### src/rtl/cache_line_fill_ctrl_if.sv
// Line-fill controller bus: miss request, memory read port, array write port.
// master = controller, slave = cache/memory side.
interface cache_line_fill_ctrl_if #(
  parameter int ADDR_W = 16,
  parameter int DATA_W = 16,
  parameter int WORDS  = 8
);
  localparam int OFF = $clog2(WORDS);

  logic              miss_detected;
  logic [ADDR_W-1:0] miss_address;
  logic              mem_req_valid;
  logic              mem_req_ready;
  logic [ADDR_W-1:0] mem_address;
  logic [DATA_W-1:0] mem_data;
  logic              mem_data_valid;
  logic              fsm_busy;
  logic              write_data_array;
  logic [OFF-1:0]    write_word_idx;
  logic [DATA_W-1:0] write_data;
  logic              write_tag_array;
  logic              fwd_valid;
  logic [DATA_W-1:0] fwd_data;
  logic              fill_done;

  modport master (
    input  miss_detected, miss_address,
    input  mem_req_ready, mem_data, mem_data_valid,
    output mem_req_valid, mem_address, fsm_busy,
    output write_data_array, write_word_idx, write_data,
    output write_tag_array, fwd_valid, fwd_data, fill_done
  );

  modport slave (
    output miss_detected, miss_address,
    output mem_req_ready, mem_data, mem_data_valid,
    input  mem_req_valid, mem_address, fsm_busy,
    input  write_data_array, write_word_idx, write_data,
    input  write_tag_array, fwd_valid, fwd_data, fill_done
  );
endinterface

### src/rtl/cache_line_fill_ctrl.sv
// Pipelined cache line-fill controller, up to MAX_OUT reads in flight,
// optional critical-word-first order with early forwarding of the missed word.
module cache_line_fill_ctrl #(
  parameter int ADDR_W  = 16,
  parameter int DATA_W  = 16,
  parameter int WORDS   = 8,
  parameter int MAX_OUT = 4,
  parameter int CWF     = 1
) (
  input logic clk,
  input logic rst_n,
  cache_line_fill_ctrl_if.master bus
);
  localparam int BSH = $clog2(DATA_W / 8);
  localparam int OFF = $clog2(WORDS);
  localparam int OW  = $clog2(MAX_OUT) + 1;
  localparam logic [ADDR_W-1:0] LMASK =
    ~((ADDR_W'(1) << (OFF + BSH)) - ADDR_W'(1));

  typedef enum logic {S_IDLE, S_FILL} state_t;

  state_t            r_state;
  logic [ADDR_W-1:0] r_base;
  logic [OFF-1:0]    r_crit;
  logic [OFF:0]      r_issue;
  logic [OFF-1:0]    r_rsp;
  logic [OW-1:0]     r_out;

  logic           w_fill;
  logic           w_req_v;
  logic           w_iss;
  logic           w_rsp;
  logic           w_last;
  logic [OFF-1:0] w_req_idx;
  logic [OFF-1:0] w_rsp_idx;

  assign w_fill = (r_state == S_FILL);

  always_comb begin
    w_req_idx = r_issue[OFF-1:0];
    w_rsp_idx = r_rsp;
    if (CWF != 0) begin
      w_req_idx = r_crit + r_issue[OFF-1:0];
      w_rsp_idx = r_crit + r_rsp;
    end
  end

  // r_issue[OFF] set means all WORDS requests have gone out
  assign w_req_v = w_fill & ~r_issue[OFF] &
                   (r_out < OW'(MAX_OUT));
  assign w_iss   = w_req_v & bus.mem_req_ready;
  assign w_rsp   = w_fill & bus.mem_data_valid;
  assign w_last  = w_rsp & (&r_rsp);

  assign bus.mem_req_valid = w_req_v;
  assign bus.mem_address   = w_fill ?
    (r_base | (ADDR_W'(w_req_idx) << BSH)) : '0;

  assign bus.write_data_array = w_rsp;
  assign bus.write_word_idx   = w_rsp ? w_rsp_idx : '0;
  assign bus.write_data       = bus.mem_data;
  assign bus.write_tag_array  = w_last;
  assign bus.fill_done        = w_last;
  assign bus.fwd_valid        = w_rsp & (w_rsp_idx == r_crit);
  assign bus.fwd_data         = bus.mem_data;

  // stall must already cover the cycle the miss is raised
  assign bus.fsm_busy = w_fill | (rst_n & bus.miss_detected);

  always_ff @(posedge clk or negedge rst_n) begin
    if (!rst_n) begin
      r_state <= S_IDLE;
      r_base  <= '0;
      r_crit  <= '0;
      r_issue <= '0;
      r_rsp   <= '0;
      r_out   <= '0;
    end else begin
      unique case (r_state)
        S_IDLE: begin
          if (bus.miss_detected) begin
            r_base  <= bus.miss_address & LMASK;
            r_crit  <= bus.miss_address[OFF+BSH-1:BSH];
            r_issue <= '0;
            r_rsp   <= '0;
            r_out   <= '0;
            r_state <= S_FILL;
          end
        end
        S_FILL: begin
          if (w_iss) r_issue <= r_issue + (OFF+1)'(1);
          if (w_rsp) r_rsp <= r_rsp + OFF'(1);
          r_out <= r_out + OW'(w_iss) - OW'(w_rsp);
          if (w_last) r_state <= S_IDLE;
        end
        default: r_state <= S_IDLE;
      endcase
    end
  end
endmodule

### src/flat_wrapper.sv
// flat-port wrapper written by rule: the top's interface ports become plain ports
module cache_line_fill_ctrl_flat 
#(
  parameter int ADDR_W  = 16,
  parameter int DATA_W  = 16,
  parameter int WORDS   = 8,
  parameter int MAX_OUT = 4,
  parameter int CWF     = 1
)
  (clk, rst_n, bus_miss_detected, bus_miss_address, bus_mem_req_ready, bus_mem_data, bus_mem_data_valid, bus_mem_req_valid, bus_mem_address, bus_fsm_busy, bus_write_data_array, bus_write_word_idx, bus_write_data, bus_write_tag_array, bus_fwd_valid, bus_fwd_data, bus_fill_done);
  cache_line_fill_ctrl_if #(.ADDR_W(ADDR_W), .DATA_W(DATA_W), .WORDS(WORDS)) bus_i ();
  input logic clk;
  input logic rst_n;
  input wire logic [$bits(bus_i.miss_detected)-1:0] bus_miss_detected;
  input wire logic [$bits(bus_i.miss_address)-1:0] bus_miss_address;
  input wire logic [$bits(bus_i.mem_req_ready)-1:0] bus_mem_req_ready;
  input wire logic [$bits(bus_i.mem_data)-1:0] bus_mem_data;
  input wire logic [$bits(bus_i.mem_data_valid)-1:0] bus_mem_data_valid;
  output wire logic [$bits(bus_i.mem_req_valid)-1:0] bus_mem_req_valid;
  output wire logic [$bits(bus_i.mem_address)-1:0] bus_mem_address;
  output wire logic [$bits(bus_i.fsm_busy)-1:0] bus_fsm_busy;
  output wire logic [$bits(bus_i.write_data_array)-1:0] bus_write_data_array;
  output wire logic [$bits(bus_i.write_word_idx)-1:0] bus_write_word_idx;
  output wire logic [$bits(bus_i.write_data)-1:0] bus_write_data;
  output wire logic [$bits(bus_i.write_tag_array)-1:0] bus_write_tag_array;
  output wire logic [$bits(bus_i.fwd_valid)-1:0] bus_fwd_valid;
  output wire logic [$bits(bus_i.fwd_data)-1:0] bus_fwd_data;
  output wire logic [$bits(bus_i.fill_done)-1:0] bus_fill_done;
  assign bus_i.miss_detected = bus_miss_detected;
  assign bus_i.miss_address = bus_miss_address;
  assign bus_i.mem_req_ready = bus_mem_req_ready;
  assign bus_i.mem_data = bus_mem_data;
  assign bus_i.mem_data_valid = bus_mem_data_valid;
  assign bus_mem_req_valid = bus_i.mem_req_valid;
  assign bus_mem_address = bus_i.mem_address;
  assign bus_fsm_busy = bus_i.fsm_busy;
  assign bus_write_data_array = bus_i.write_data_array;
  assign bus_write_word_idx = bus_i.write_word_idx;
  assign bus_write_data = bus_i.write_data;
  assign bus_write_tag_array = bus_i.write_tag_array;
  assign bus_fwd_valid = bus_i.fwd_valid;
  assign bus_fwd_data = bus_i.fwd_data;
  assign bus_fill_done = bus_i.fill_done;
  cache_line_fill_ctrl #(.ADDR_W(ADDR_W), .DATA_W(DATA_W), .WORDS(WORDS), .MAX_OUT(MAX_OUT), .CWF(CWF)) u_core (.clk(clk), .rst_n(rst_n), .bus(bus_i));
endmodule
### config.mk
export PLATFORM = sky130hd
export DESIGN_NAME = cache_line_fill_ctrl_flat
export DESIGN_NICKNAME = d
export VERILOG_FILES = /design/src/rtl/cache_line_fill_ctrl_if.sv /design/src/rtl/cache_line_fill_ctrl.sv /design/src/flat_wrapper.sv
export SDC_FILE = /design/constraint.sdc
export NUM_CORES = 1
export LEC_CHECK = 0
export BUFFER_PORTS_ARGS = -buffer_cell sky130_fd_sc_hd__buf_2
export CAP_MARGIN = 20
export CORE_ASPECT_RATIO = 1.25
export CORE_UTILIZATION = 49
export CTS_BUF_LIST = sky130_fd_sc_hd__clkbuf_8
export DETAILED_ROUTE_END_ITERATION = 16
export PLACE_DENSITY = 0.88
export SYNTH_ARGS = -nofsm -noshare
export SYNTH_HDL_FRONTEND = slang
export SYNTH_SLANG_ARGS = --single-unit
export TNS_END_PERCENT = 50
### constraint.sdc
create_clock -name clk -period 4.6 [get_ports clk]
set_input_delay 0.92 -clock clk [delete_from_list [all_inputs] [get_ports clk]]
set_output_delay 0.92 -clock clk [all_outputs]
set_load 0.03 [all_outputs]
Yosys cells after proc, flatten, opt, wreduce, memory -nomap -nowiden
Index checks and enable logic that the tools add are counted.
{"block": "totals", "regBits": 26, "in_bits": 37, "out_inout_bits": 57, "word_cells": 44}
{"block": "classes", "n_addsub": 6, "n_lt_le_gt_ge": 1, "n_eq_ne": 4, "muxes": 12, "n_bitwise": 11, "reduce_logical": 4}
{"operator": "$mux W16", "count": 1}
{"operator": "$or A16 B4 Y16", "count": 1}
{"operator": "$pmux W3 S2", "count": 2}
{"operator": "$mux W3", "count": 3}
{"operator": "$mux W4", "count": 2}
{"operator": "$pmux W4 S2", "count": 1}
{"operator": "$and A1 B1 Y1", "count": 7}
{"operator": "$add A3 B3 Y3", "count": 2}
{"operator": "$ne A2 B2 Y1 const B", "count": 3}
{"operator": "$reduce_and A2 Y1", "count": 3}
{"operator": "$add A4 B1 Y4 const B", "count": 1}
{"operator": "$add A3 B1 Y3", "count": 1}
{"operator": "$add A3 B1 Y3 const B", "count": 1}
{"operator": "$eq A3 B3 Y1", "count": 1}
{"operator": "$lt A3 B3 Y1 const B", "count": 1}
{"operator": "$reduce_and A3 Y1", "count": 1}
{"operator": "$sub A3 B1 Y3", "count": 1}
{"operator": "$mux W1", "count": 2}
{"operator": "$not A1 Y1", "count": 2}
{"operator": "$pmux W1 S2", "count": 1}
{"operator": "$or A1 B1 Y1", "count": 1}

Depth between registers and ports, before layout
{"block": "logic_depth", "ltp_word": 7, "depth_mapped": 10, "depth_no_buf": 10}

Worst setup path after synthesis
OpenSTA, ideal clock, no wires.
{"block": "synth_path", "path_type": "reg-to-output", "from": "reg u_core.r_rsp[0]", "to": "out bus_fwd_valid", "arrival_ns": 2.159, "t_required_ns": 3.680, "slack_ns": 1.521, "stages_incl_launch_ff": 6, "n_path_buf": 0, "cell_sequence": "dfrtp_1 ha_1 inv_1 fa_1 xnor2_1 nor4_1"}
{"block": "synth_between", "elab_chain_cells": 3}
{"element": "start: declaration", "line_no": "cache_line_fill_ctrl.sv:26", "source": "logic [OFF-1:0] r_rsp;"}
{"element": "start signal: assignment", "line_no": "cache_line_fill_ctrl.sv:92", "source": "if (w_rsp) r_rsp <= r_rsp + OFF'(1);"}
{"element": "$add A3 B3 Y3", "line_no": "cache_line_fill_ctrl.sv:44", "source": "w_rsp_idx = r_crit + r_rsp;"}
{"element": "$eq A3 B3 Y1", "line_no": "cache_line_fill_ctrl.sv:64", "source": "assign bus.fwd_valid = w_rsp & (w_rsp_idx == r_crit);"}
{"element": "$and A1 B1 Y1", "line_no": "cache_line_fill_ctrl.sv:64"}
{"element": "end: declaration", "line_no": "flat_wrapper.sv:26", "source": "output wire logic [$bits(bus_i.fwd_valid)-1:0] bus_fwd_valid;"}
Every way passes these cells.

Final worst setup path
{"block": "layout_path", "from": "reg u_core.r_crit[0]", "to": "out bus_fwd_valid"}
{"block": "layout_between", "elab_chain_cells": 3}
{"element": "start: declaration", "line_no": "cache_line_fill_ctrl.sv:24", "source": "logic [OFF-1:0] r_crit;"}
{"element": "start signal: assignment", "line_no": "cache_line_fill_ctrl.sv:83", "source": "r_crit <= bus.miss_address[OFF+BSH-1:BSH];"}
{"element": "$add A3 B3 Y3", "line_no": "cache_line_fill_ctrl.sv:44"}
{"element": "$eq A3 B3 Y1 (*)", "line_no": "cache_line_fill_ctrl.sv:64"}
{"element": "$and A1 B1 Y1 (*)", "line_no": "cache_line_fill_ctrl.sv:64"}
Every way passes the cells marked *; elsewhere a longest branch is shown, timed or not.

==> qor.csv <==
metric,value,unit
synth_top_area_share,39.1,%
syn_area_per_cell,8.84,um2
grt_max_degree,28,
maxCapViolCount,0,
cts_buffers,3,
cts_hold_buf,0,
synth_edf_count,0,
final_common_cell,nand2_1,
viasPerCell,4.76,
cts_resized,0,
timing.hold.ws,0.473,ns
die-area,3630,um2
pin_count,94,
min_from,u_core.r_base[8],
synthDistinctLibCells,29,
tightest_slew,0.667,ns
start_util,51.6,%
power.leakage,0.923,nW
grt_pass1_vias,1019,
cts_buffer_depth,2,
num_vias,1104,
grt_pass1_wl,4310,um
max_freq,341,MHz
finalHoldViolations,0,
first_pass_iters,4,
final_cell_mix,"nand2_1 (51), buf_2 (43), dfrtp_1 (26), and2_1 (13), inv_1 (9)",
ys.flop_type,dfrtp_1,
maxSlewHeadroom,55.5,%
r2r_start,u_core.r_state,
fin_util,52.2,%
yosys_register_bits,26,
drc_errors,0,
tns,0,ns
core,3220,um2
power_density,828,nW/um2
synth_area_leader_cell,dfrtp_1,
holdPathEnd,u_core.r_base[8],
dpl.cell_count,228,
antenna_found_initial,0,
fin_crit_sh,63.8,%
synth_fp_nets,235,
status,completed,
finalNonFillerCells,232,
finClkSkew,0.00130,ns
place.gp.congestion,0.786,
fin_nets,243,
ant_nets,0,
die_y,67.1,um
drv_slew,0,
num_rows,23,
start_kind,flip-flop,
cts_max_level,1,
rsz0062_at_grt,no,
n_antenna_cell,0,
portBuffers,43,
critPathArrivalTime,2.01,ns
syn2layout_area_growth,1.20,%
grt.total_usage,16.5,%
drive_gt1_share,25.1,%
worst_skew_pair.late_latency,0.26,ns
hold_depth,2,
drtIter0Drc,17,
fin_crit,2.93,ns
hold_path_class,reg -> reg,
syn_area,1660,um2
synthArstFlopShare,100,%
synth_cells,188,
avgRoutedWirePerCell,11.7,um
worstPathRequired,3.68,ns
clock_sinks,26,
yosysSeqAreaShare,39.1,%
setup_viol,0,
cts-root-buf,clkbuf_8,
regToRegEndpoint,u_core.r_out[2],
synth.area.top_cells,"dfrtp_1 (39%), buf_4 (16%), nand2_1 (12%)",
clk_pin_slew,0.08,ns
yosys_warnings,0,
wirelength,2720,um
critical_path_class,reg -> out,
grt-ovfl-total,0,
reg2regPathDepth,10,
post_cts_buffers,0,
die_w,54.1,um
worstSetupEndpointType,primary output,
vdd_drop_max,0.405,mV
r2r_slack,1.92,ns
cts_tree,yes,
cp_max_fo,4,
dpl.hpwl,1980,um
## state kept, by name (all words and copies together) (netlist names)
register        flops
u_core.r_state      1
u_core.r_rsp        3
u_core.r_issue      4
u_core.r_crit       3
u_core.r_out        3
u_core.r_base      12
## layer usage
metal / track usage, % / share of wire [%] / routed length (um)
met1: 20.2 / 43 / 1170
met2: 28.2 / 51 / 1380
met3: 2.93 / 5.7 / 156
met4: 6.09 / 0.59 / 16
met5: 0 / 0 / 0
## cell type report
class | instances | area [um2]
Sequential cell | 26 | 651
Tap cell | 37 | 46.3
Multi-Input combinational cell | 111 | 671
Inverter | 10 | 37.5
Fill cell | 320 | 1540
Timing Repair Buffer | 44 | 223
Clock buffer | 4 | 55.1
## synth_stat cells (2+ instances only)
cell type  number
mux2i_1         2
a22o_1          3
inv_1           9
fa_1            3
ha_1            7
nand2_1        51
buf_2           3
xnor2_1         7
buf_4          35
o21ai_0         3
and3_1          2
and2_1         13
nor2_1          8
buf_6           2
dfrtp_1        26
## worst max-delay path by stage
| stage | depth (start not counted) | start | endpoint |
|---|---|---|---|
| CTS | 6 | u_core.r_crit[0] | bus_fwd_valid |
| detailed placement | 11 | bus_mem_data_valid | u_core.r_out[2] |
| global placement | 11 | bus_mem_data_valid | u_core.r_out[2] |
| finish | 6 | u_core.r_crit[0] | bus_fwd_valid |
| floorplan | 5 | u_core.r_rsp[0] | bus_fwd_valid |
| global route | 6 | u_core.r_crit[0] | bus_fwd_valid |
## worst max-delay path: stages, from the launching register on
cell     delay (ns)
dfrtp_1        0.44
ha_1           0.21
inv_1          0.07
fa_1           0.44
xnor2_1        0.15
nor4_1         0.21
buf_2          0.24
## where the power goes
part | internal [W] | total (W) | leakage [nW] | switching (W)
Sequential | 0.000341 | 0.000432 | 0.318 | 0.0000910
Clock | 0.0000763 | 0.000142 | 0.0288 | 0.0000654
Combinational | 0.000315 | 0.000819 | 0.576 | 0.000504
## metrics by stage
stage	power, W	instance area, um2	setup WS [ns]
2_1_floorplan	0.00112	1660	1.52
3_3_place_gp	0.00124	1630	1.81
3_5_place_dp	0.00126	1630	1.77
4_1_cts	0.00141	1680	1.65
5_1_grt	0.00152	1680	1.56
6_report	0.00139	1680	1.67
## cell families after synthesis
logic type,Yosys count,synth area share [%]
simple gates,81,21.9
buf+inv,51,20.5
flops,26,39.1
fa+ha+maj,10,8.88
compound gates,9,3.91
xor+xnor,8,4.21
mux,2,1.20
other cells,1,0.226
(Power assumes the default switching activity.)
